## config.mk

```make
export PLATFORM = sky130hd
export DESIGN_NAME = debug_loader
export DESIGN_NICKNAME = d
export VERILOG_FILES = /design/src/rtl/debug_pkg.sv /design/src/rtl/debug_loader_word_assembler.sv /design/src/rtl/debug_loader.sv
export SDC_FILE = /design/constraint.sdc
export NUM_CORES = 1
export LEC_CHECK = 0
export CAP_MARGIN = 40
export CORE_MARGIN = 10
export CORE_UTILIZATION = 38
export CTS_CLUSTER_DIAMETER = 30
export DETAILED_ROUTE_END_ITERATION = 10
export PLACE_DENSITY = 0.63
export SYNTH_ARGS = -nofsm -noshare
export SYNTH_HDL_FRONTEND = slang
export SYNTH_SLANG_ARGS = --single-unit
```

## constraint.sdc

```tcl
create_clock -name i_clk -period 3.85 [get_ports i_clk]
set_input_delay 0.9625 -clock i_clk [delete_from_list [all_inputs] [get_ports i_clk]]
set_output_delay 0.9625 -clock i_clk [all_outputs]
set_load 0.05 [all_outputs]
```

## src/rtl/debug_pkg.sv

```systemverilog
// rtl/debug_pkg.sv - shared codes and encodings for the debug loader
// Contents: command bytes, response bytes, run-mode encoding, parser states.
package debug_pkg;

    localparam logic [7:0] CMD_LOAD      = 8'h07;
    localparam logic [7:0] CMD_CONT      = 8'h08;
    localparam logic [7:0] CMD_STEP_MODE = 8'h09;
    localparam logic [7:0] CMD_STEP      = 8'h0A;
    localparam logic [7:0] CMD_HALT      = 8'h0B;

    localparam logic [7:0] RESP_ACK = 8'hAA;
    localparam logic [7:0] RESP_NAK = 8'hEE;

    localparam logic [1:0] MODE_HALT = 2'd0;
    localparam logic [1:0] MODE_CONT = 2'd1;
    localparam logic [1:0] MODE_STEP = 2'd2;

    typedef enum logic [2:0] {
        ST_IDLE      = 3'd0,
        ST_LOAD_CNT  = 3'd1,
        ST_LOAD_DATA = 3'd2,
        ST_LOAD_CHK  = 3'd3,
        ST_SEND      = 3'd4
    } loader_state_t;

endpackage

```

## src/rtl/debug_loader_word_assembler.sv

```systemverilog
// rtl/debug_loader_word_assembler.sv - little-endian byte-to-word assembler
// Module word_assembler, parameter WORD_BYTES.
// Ports:
//   i_clk, i_rst      clock, synchronous active-high reset
//   i_clear           restart assembly at byte 0 of a new word
//   i_byte_valid      i_byte is a data byte to absorb this cycle
//   i_byte            data byte
//   o_last            combinational: this byte completes a word
//   o_next_word       combinational: word including this byte (full when o_last)
module word_assembler #(
    parameter int WORD_BYTES = 4
) (
    input  logic                    i_clk,
    input  logic                    i_rst,
    input  logic                    i_clear,
    input  logic                    i_byte_valid,
    input  logic [7:0]              i_byte,
    output logic                    o_last,
    output logic [8*WORD_BYTES-1:0] o_next_word
);
    localparam int CNT_W = (WORD_BYTES > 1) ? $clog2(WORD_BYTES) : 1;

    logic [CNT_W-1:0] byte_cnt;

    assign o_last = i_byte_valid && (byte_cnt == CNT_W'(WORD_BYTES - 1));

    // Each new byte enters at the top and older bytes move down, so after
    // WORD_BYTES bytes the first one received sits in [7:0].
    generate
        if (WORD_BYTES == 1) begin : g_single
            assign o_next_word = i_byte;
        end else begin : g_multi
            logic [8*(WORD_BYTES-1)-1:0] hold;

            assign o_next_word = {i_byte, hold};

            always_ff @(posedge i_clk) begin
                if (i_rst) begin
                    hold <= '0;
                end else if (i_byte_valid) begin
                    hold <= o_next_word[8*WORD_BYTES-1:8];
                end
            end
        end
    endgenerate

    always_ff @(posedge i_clk) begin
        if (i_rst || i_clear) begin
            byte_cnt <= '0;
        end else if (i_byte_valid) begin
            byte_cnt <= o_last ? '0 : byte_cnt + 1'b1;
        end
    end

endmodule

```

## src/rtl/debug_loader.sv

```systemverilog
// rtl/debug_loader.sv - UART-driven instruction loader and CPU run control
// Optional feature macro: LOADER_CHECKSUM_EN (XOR checksum byte after data).
// Ports:
//   i_clk, i_rst           clock, synchronous active-high reset
//   i_rx_data, i_rx_valid  received UART byte and its one-cycle strobe
//   i_tx_busy              UART transmitter busy
//   o_tx_data, o_tx_start  response byte and one-cycle transmit request
//   o_imem_we              instruction-memory write strobe
//   o_imem_addr            byte address of the written word
//   o_imem_data            assembled little-endian word
//   o_stall                CPU pipeline freeze
//   o_step                 one-cycle single-step pulse
//   o_mode                 run mode: 0 HALT, 1 CONT, 2 STEP
module debug_loader
    import debug_pkg::*;
#(
    parameter int WORD_BYTES      = 4,
    parameter int ADDR_WIDTH      = 32,
    parameter int MAX_INSTRUCTION = 64
) (
    input  logic                    i_clk,
    input  logic                    i_rst,
    input  logic [7:0]              i_rx_data,
    input  logic                    i_rx_valid,
    input  logic                    i_tx_busy,
    output logic [7:0]              o_tx_data,
    output logic                    o_tx_start,
    output logic                    o_imem_we,
    output logic [ADDR_WIDTH-1:0]   o_imem_addr,
    output logic [8*WORD_BYTES-1:0] o_imem_data,
    output logic                    o_stall,
    output logic                    o_step,
    output logic [1:0]              o_mode
);
    loader_state_t state;
    logic [7:0]    word_cnt;
    logic [7:0]    word_total;
    logic          resp_ok;
`ifdef LOADER_CHECKSUM_EN
    logic [7:0]    checksum;
`endif

    logic                    asm_clear;
    logic                    asm_valid;
    logic                    asm_last;
    logic [8*WORD_BYTES-1:0] asm_word;

    // The count byte starts a fresh word so a stale partial word can never leak in.
    assign asm_clear = (state == ST_LOAD_CNT) && i_rx_valid;
    assign asm_valid = (state == ST_LOAD_DATA) && i_rx_valid;

    word_assembler #(
        .WORD_BYTES (WORD_BYTES)
    ) u_word_assembler (
        .i_clk        (i_clk),
        .i_rst        (i_rst),
        .i_clear      (asm_clear),
        .i_byte_valid (asm_valid),
        .i_byte       (i_rx_data),
        .o_last       (asm_last),
        .o_next_word  (asm_word)
    );

    always_ff @(posedge i_clk) begin
        if (i_rst) begin
            state       <= ST_IDLE;
            o_mode      <= MODE_HALT;
            o_stall     <= 1'b1;
            o_step      <= 1'b0;
            o_imem_we   <= 1'b0;
            o_tx_start  <= 1'b0;
            o_tx_data   <= 8'h00;
            o_imem_addr <= '0;
            o_imem_data <= '0;
            word_cnt    <= 8'd0;
            word_total  <= 8'd0;
            resp_ok     <= 1'b1;
`ifdef LOADER_CHECKSUM_EN
            checksum    <= 8'h00;
`endif
        end else begin
            o_step     <= 1'b0;
            o_tx_start <= 1'b0;
            o_imem_we  <= 1'b0;
            // Stall follows the mode unless a branch below overrides it; this
            // also re-asserts stall the cycle after a single step.
            o_stall    <= (o_mode != MODE_CONT);

            case (state)
                ST_IDLE: begin
                    if (i_rx_valid) begin
                        case (i_rx_data)
                            CMD_LOAD: begin
                                state   <= ST_LOAD_CNT;
                                o_mode  <= MODE_HALT;
                                o_stall <= 1'b1;
                            end
                            CMD_CONT: begin
                                o_mode  <= MODE_CONT;
                                o_stall <= 1'b0;
                            end
                            CMD_STEP_MODE: begin
                                o_mode  <= MODE_STEP;
                                o_stall <= 1'b1;
                            end
                            CMD_HALT: begin
                                o_mode  <= MODE_HALT;
                                o_stall <= 1'b1;
                            end
                            CMD_STEP: begin
                                if (o_mode == MODE_STEP) begin
                                    o_step  <= 1'b1;
                                    o_stall <= 1'b0;
                                end
                            end
                            default: ;
                        endcase
                    end
                end

                ST_LOAD_CNT: begin
                    if (i_rx_valid) begin
                        word_total <= i_rx_data;
                        word_cnt   <= 8'd0;
                        resp_ok    <= 1'b1;
`ifdef LOADER_CHECKSUM_EN
                        checksum   <= 8'h00;
`endif
                        state      <= (i_rx_data == 8'd0) ? ST_SEND : ST_LOAD_DATA;
                    end
                end

                ST_LOAD_DATA: begin
                    if (i_rx_valid) begin
`ifdef LOADER_CHECKSUM_EN
                        checksum <= checksum ^ i_rx_data;
`endif
                        if (asm_last) begin
                            // Out-of-range words are swallowed and spoil the response.
                            if (int'(word_cnt) < MAX_INSTRUCTION) begin
                                o_imem_we   <= 1'b1;
                                o_imem_addr <= ADDR_WIDTH'(word_cnt) * ADDR_WIDTH'(WORD_BYTES);
                                o_imem_data <= asm_word;
                            end else begin
                                resp_ok <= 1'b0;
                            end
                            word_cnt <= word_cnt + 8'd1;
                            if (word_cnt == word_total - 8'd1) begin
`ifdef LOADER_CHECKSUM_EN
                                state <= ST_LOAD_CHK;
`else
                                state <= ST_SEND;
`endif
                            end
                        end
                    end
                end

                ST_LOAD_CHK: begin
`ifdef LOADER_CHECKSUM_EN
                    if (i_rx_valid) begin
                        if (i_rx_data != checksum) begin
                            resp_ok <= 1'b0;
                        end
                        state <= ST_SEND;
                    end
`else
                    state <= ST_IDLE;
`endif
                end

                ST_SEND: begin
                    // Incoming bytes are ignored here by design.
                    if (!i_tx_busy) begin
                        o_tx_start <= 1'b1;
                        o_tx_data  <= resp_ok ? RESP_ACK : RESP_NAK;
                        state      <= ST_IDLE;
                    end
                end

                default: state <= ST_IDLE;
            endcase
        end
    end

endmodule

```

* Yosys cells after proc, flatten, opt, wreduce, memory -nomap -nowiden
Cells that the tools add are included.
** Cells by class
- Add/subtract/negate cells :: 3
- Order comparisons :: 1
- Eq/ne operators :: 20
- Muxes and demuxes :: 28
- Bitwise operators :: 7
- Reduce and logical (&&, ||, !) cells :: 20
** Operators by type and width (count)
- equality test 8 x 4 -> 1 bit (second input constant) :: 4
- two-way mux 3 bit :: 8
- two-way mux 8 bit :: 3
- case mux 8 bit (2 select lines) :: 1
- case mux 3 bit (4 select lines) :: 1
- two-way mux 1 bit :: 10
- != test 2 bit (second input constant) :: 5
- adder 8 x 1 -> 8 bit (second input constant) :: 1
- equality test 8 x 3 -> 1 bit (second input constant) :: 1
- equality test 8 bit :: 1
- zero test 8 bit :: 1
- less-than comparator 8 x 7 -> 1 bit (second input constant) :: 1
- != test 2 x 1 -> 1 bit (second input constant) :: 4
- AND reduction 4 bit :: 2
- OR reduction 4 bit :: 2
- subtractor 8 x 1 -> 8 bit (second input constant) :: 1
- two-way mux 7 bit :: 1
- inverter 1 bit :: 7
- AND reduction 7 bit :: 1
- case mux 2 bit (3 select lines) :: 1
- AND reduction 5 bit :: 1
- equality test 2 bit (second input constant) :: 2
- AND reduction 2 bit :: 2
- OR reduction 2 bit :: 2
- other kinds (14) :: 16
** Word-level totals
- Register bits :: 100
- Input port bits :: 12
- Output and inout port bits :: 78
- Logic and storage cells :: 93

* Longest topological paths before layout
- Word-level depth :: 6
- Depth in mapped cells :: 9
- Depth with buffers taken out :: 8

* Modules after synthesis
Synthesis repeated with hierarchy kept, for this count alone.
** Unflattened totals
- Cells, all modules :: 498
- Area total of the unflattened synthesis :: 4231.6 um2
** By module, submodules not included
- debug_loader :: times used 1, cells each 403, area each 3220.6 um2, seq. area each 1361.3 um2
- word_assembler :: times used 1, cells each 95, area each 1011.0 um2, seq. area each 520.5 um2

* Worst setup path after synthesis
Ideal clock, no wire load.
- Path type :: input-to-reg
- From :: input port i_rx_valid
- To :: register o_imem_data[10]
- Setup time :: 0.132 ns
- Data arrival time :: 1.998 ns
- Data required time :: 3.718 ns
- Slack :: 1.720 ns
- Stages :: 8
- Buffers on the path :: 2
- Path through :: nand2b_4 > nor2_8 > nand2_4 > or3_4 > buf_6 > buf_6 > nand2_1 > a21oi_1
** Between the ends
- Longest elaborated chain between the ends :: 3
** RTL lines
- start, declared :: line debug_loader.sv:24 : input logic i_rx_valid,
- logical AND 1 bit :: line debug_loader.sv:50 : assign asm_valid = (state == ST_LOAD_DATA) && i_rx_valid;
- logical AND 1 bit :: line debug_loader_word_assembler.sv:25 : assign o_last = i_byte_valid && (byte_cnt == CNT_W'(WORD_BYTES - 1));
- AND reduction 4 bit (no source line) *
- end signal, assigned :: line debug_loader.sv:143 : o_imem_data <= asm_word;
- end, declared :: line debug_loader.sv:30 : output logic [8*WORD_BYTES-1:0] o_imem_data,
Every way passes the cells marked *; elsewhere a longest branch is shown, timed or not.
A chain may end at the register's enable or synchronous reset.

* Worst setup path after layout
- From :: input port i_rx_valid
- To :: register o_imem_we
** Between the ends
- Longest elaborated chain between the ends :: 4
- Elaborated cells on any way between the ends :: 5
- Classes of those cells :: bitwise (2); reduce/logical (3)
** RTL lines
- logical AND 1 bit :: line debug_loader.sv:50
- logical AND 1 bit :: line debug_loader_word_assembler.sv:25
- inverter 1 bit (no source line)
- OR reduction 4 bit (no source line) *
- end signal, assigned :: line debug_loader.sv:70 : o_imem_we <= 1'b0;
- end signal, assigned :: line debug_loader.sv:84 : o_imem_we <= 1'b0;
- end signal, assigned :: line debug_loader.sv:141 : o_imem_we <= 1'b1;
- end, declared :: line debug_loader.sv:28 : output logic o_imem_we,
Marked as above.

==> metrics.csv <==
stage;metric;value;unit
status;outcome;finished clean;
finish;Util after Layout;46.78;%
synth;synthesized flop and latch total;94;
finish;Nets;570;
die;Die Span Y;123.6;um
finish;Post-Layout Inst Area;4851;um2
synth;dominant cells by area after synthesis;dfxtp_1 (46%), nand2_1 (14%), a21oi_1 (10%);
clock_tree;clock slew seen by the registers of the worst setup and hold paths;0.10;ns
worst_hold_path;Min-Delay Endpoint;o_imem_addr[3];
die;initial core utilization;39.30;%
drt;Pre-Repair DR Iteration Count;4;
die;Floorplan Core Area;10370;um2
worst_setup_path;maximum fanout encountered on the critical timing path;39;
pwr;combinational group share of total power;8.1;%
synth;Avg Inst Size Synth;7.991;um2
worst_setup_path;arrival time of the worst setup path;2.96;ns
clock_tree;sinks on the clock net;94;
synth;most instantiated cells after synthesis;nand2_1 (148), dfxtp_1 (94), a21oi_1 (84);
sta;setup repair after global routing missed its margin;false;
drt;number of violations reported at the end of detailed-routing iteration 0;181;
worst_setup_path;reg2reg setup slack;1.80;ns
clock_tree;setup repair bufs after CTS;0;
synth;most instantiated library cell after synthesis;nand2_1;
grt;residual overflow from global routing;0;
place;# placed instances;678;
sta;Final Hold Violating Endpoints;0;
pwr;power density over the cells;372.9;nW/um2
sta;pins over their slew limit;0;
synth;prevailing post-synth register cell;dfxtp_1;
place;detailed placement HPWL;6941;um
grt;global-route wire length before repair;15730;um
grt;initial antenna violation count;0;
synth;post-synthesis instance total;510;
die;chip width;123.6;um
die;area of the die;15270;um2
pwr;share of total power in sequential cells;54.8;%
drt;total via count in the routed design;3394;
finish;footprint of the multi-input gates;1898;um2
worst_setup_path;startpoint of the worst register-to-register path;state[1];
clock_tree;number of instances resized during post-cts repair;0;
sta;worst max-slew margin expressed relative to the limit;61.18;%
clock_tree;CTS tree;done;
synth;fraction of registers with async set/reset;0;%
worst_hold_path;critical hold path startpoint;o_imem_addr[3];
worst_setup_path;length in cells of the worst reg-to-reg path;5;
grt;overall track demand over capacity in global routing;12.76;%
drt;final antenna-violating net count;0;
pwr;portion of total power attributed to the clock network;37.1;%
drt;DRC viols;0;
sta;Layout Skew;0.01225;ns
synth;Netlist cell types;50;
finish;non-filler instance count after layout;694;
synth;cell type with the highest aggregate area in the netlist;dfxtp_1;
pwr;net switching share of the total power;26.81;%
place;Cell Area, Placed;4648;um2
finish;combined flip-flop and latch cell area;1882;um2
sta;achievable frequency;0.3729;GHz
pwr;worst-case vdd ir drop;0.0001783;V
clock_tree;TritonCTS buffer count;9;
drt;routed wire length per instance;14.02;um
finish;synthesis-to-finish area growth;19.04;%
clock_tree;# hold bufs at CTS;0;
worst_setup_path;Setup Crit Path Kind;in -> reg;
clock_tree;number of buffers on the longest clock path;2;
die;cell row count;37;
worst_setup_path;kind of capture point of the worst setup path;flip-flop;
worst_setup_path;critical path required time;4.13;ns
die;number of placed I/O pins;90;
sta;slew at the pin closest to its max-slew limit;0.5770;ns
finish;number of filler instances in the final layout;1035;
worst_setup_path;Worst setup startpoint;i_rx_valid;
synth;Syn Std Cell Area;4075;um2
finish;diode count;0;
clock_tree;number of levels in the clock H-tree;3;
worst_setup_path;launching element type of the critical path;primary input;
synth;Synth warnings;0;
pwr;leakage component of the power;0.001697;uW
worst_hold_path;class of the worst hold path;reg -> reg;
clock_tree;root buf cell;clkbuf_8;
place;count of buffers inserted at the top-level ports;63;
clock_tree;clock network latency to the later pin of the worst-skew pair;0.36;ns
drt;wirelength, routed;9729;um
synth;sequential area share after synthesis;46.18;%
grt;vias in the first global route;3132;
pwr;Internal Dissipation;1324;uW
synth;number of enable flip-flop cells after synthesis;0;
sta;Tcrit/Tclk final;69.66;%
drt;ratio of routed vias to standard cells;4.890;
worst_hold_path;worst hold path stage count;2;
pwr;net switching power of the design;485.0;uW
job;Max-cap violations;0;
finish;share of cells above drive strength 1;5.556;%
pwr;Power, Total;1809;uW
synth;share of Yosys cell area claimed by the top area cell type;46.18;%
place;Placer Congestion;0.8378;
grt;pin count of the biggest net entering global routing;51;
sta;minimum period implied by the final worst setup slack;2.682;ns
sta;setup_tns;0;ns
sta;count of final setup violators;0;
worst_setup_path;critical register-to-register path endpoint;o_imem_we;
-- worst max path at each step --
stage                 endpoint  cells past startpoint
2_1_floorplan  o_imem_data[10]                      8
3_3_place_gp    o_imem_data[2]                      7
3_5_place_dp         o_imem_we                      6
4_1_cts              o_imem_we                      6
5_1_grt              o_imem_we                      6
6_report             o_imem_we                      6
-- per-stage QoR --
| stage | worst slack, ns | hold WS (ns) |
|---|---|---|
| 5_1_grt | 1.026 | 0.4814 |
| 3_3_place_gp | 0.7613 | 0.4435 |
| 4_1_cts | 1.146 | 0.4647 |
| 2_1_floorplan | 1.720 | 0.4321 |
| 6_report | 1.168 | 0.4611 |
| 3_5_place_dp | 0.7572 | 0.4475 |
-- sequential cells by signal, indices dropped and copies added, names as in the netlist --
name                           count
o_imem_we                          1
o_imem_addr                        8
o_tx_start                         1
word_cnt                           8
u_word_assembler.g_multi.hold     24
o_stall                            1
o_mode                             2
o_tx_data                          2
word_total                         8
o_imem_data                       32
state                              3
o_step                             1
u_word_assembler.byte_cnt          2
resp_ok                            1
-- layout by cell type, fill, tap and decap left out, types with 4 or more instances in the layout --
cell type,n
ha_1,5
a21oi_1,84
nor2_1,25
clkbuf_8,9
xor2_1,11
clkdlybuf4s50_1,62
xnor2_1,6
dfxtp_1,94
inv_1,8
conb_1,26
nor3_1,6
nand3b_1,4
nand2_1,148
nand3_1,10
-- cell families (layout without fill, tap and decap cells) --
| family | Yosys count | in the layout | share of synthesized area [%] |
|---|---|---|---|
| compound gates | 102 | 102 | 13.79 |
| simple gates | 222 | 222 | 24.81 |
| flops | 94 | 94 | 46.18 |
| other cells | 1 | 26 | 0.09202 |
| fa+ha+maj | 5 | 5 | 1.535 |
| mux | 1 | 1 | 0.2456 |
| xor+xnor | 17 | 17 | 3.654 |
| buf+inv | 68 | 91 | 9.702 |
-- area by class of cell --
cell class,count,area share (%)
Clock buffer,10,2.631
Clock inverter,6,1.548
Inverter,8,0.6190
Multi-Input combinational cell,373,39.13
Sequential cell,94,38.79
Tap cell,136,3.508
Timing Repair Buffer,67,13.77
-- metal layers --
metal	track usage, %	part of all wire, %	vias up
li1	-	-	1709
met1	14.42	42	1610
met2	22.60	52	60
met3	2.598	4.8	15
met4	5.822	1.8	0
met5	0	0	-
-- power groups by stage --
stage / combinational (uW) / sequential (uW) / clock, uW
after floorplan: 137 / 1010 / 0
after global placement: 143 / 1010 / 0
after detailed placement: 146 / 1010 / 0
after CTS: 147 / 991 / 689
after global routing: 158 / 993 / 732
final: 147 / 991 / 671
-- worst max-delay path, stage by stage --
cell and delay [ns]:
clkdlybuf4s50_1 0.60, nand2b_4 0.12, nor2_8 0.35, nand2_4 0.12, or3_4 0.53, nor3b_1 0.24
No activity file was read; power rests on OpenSTA's default activity.
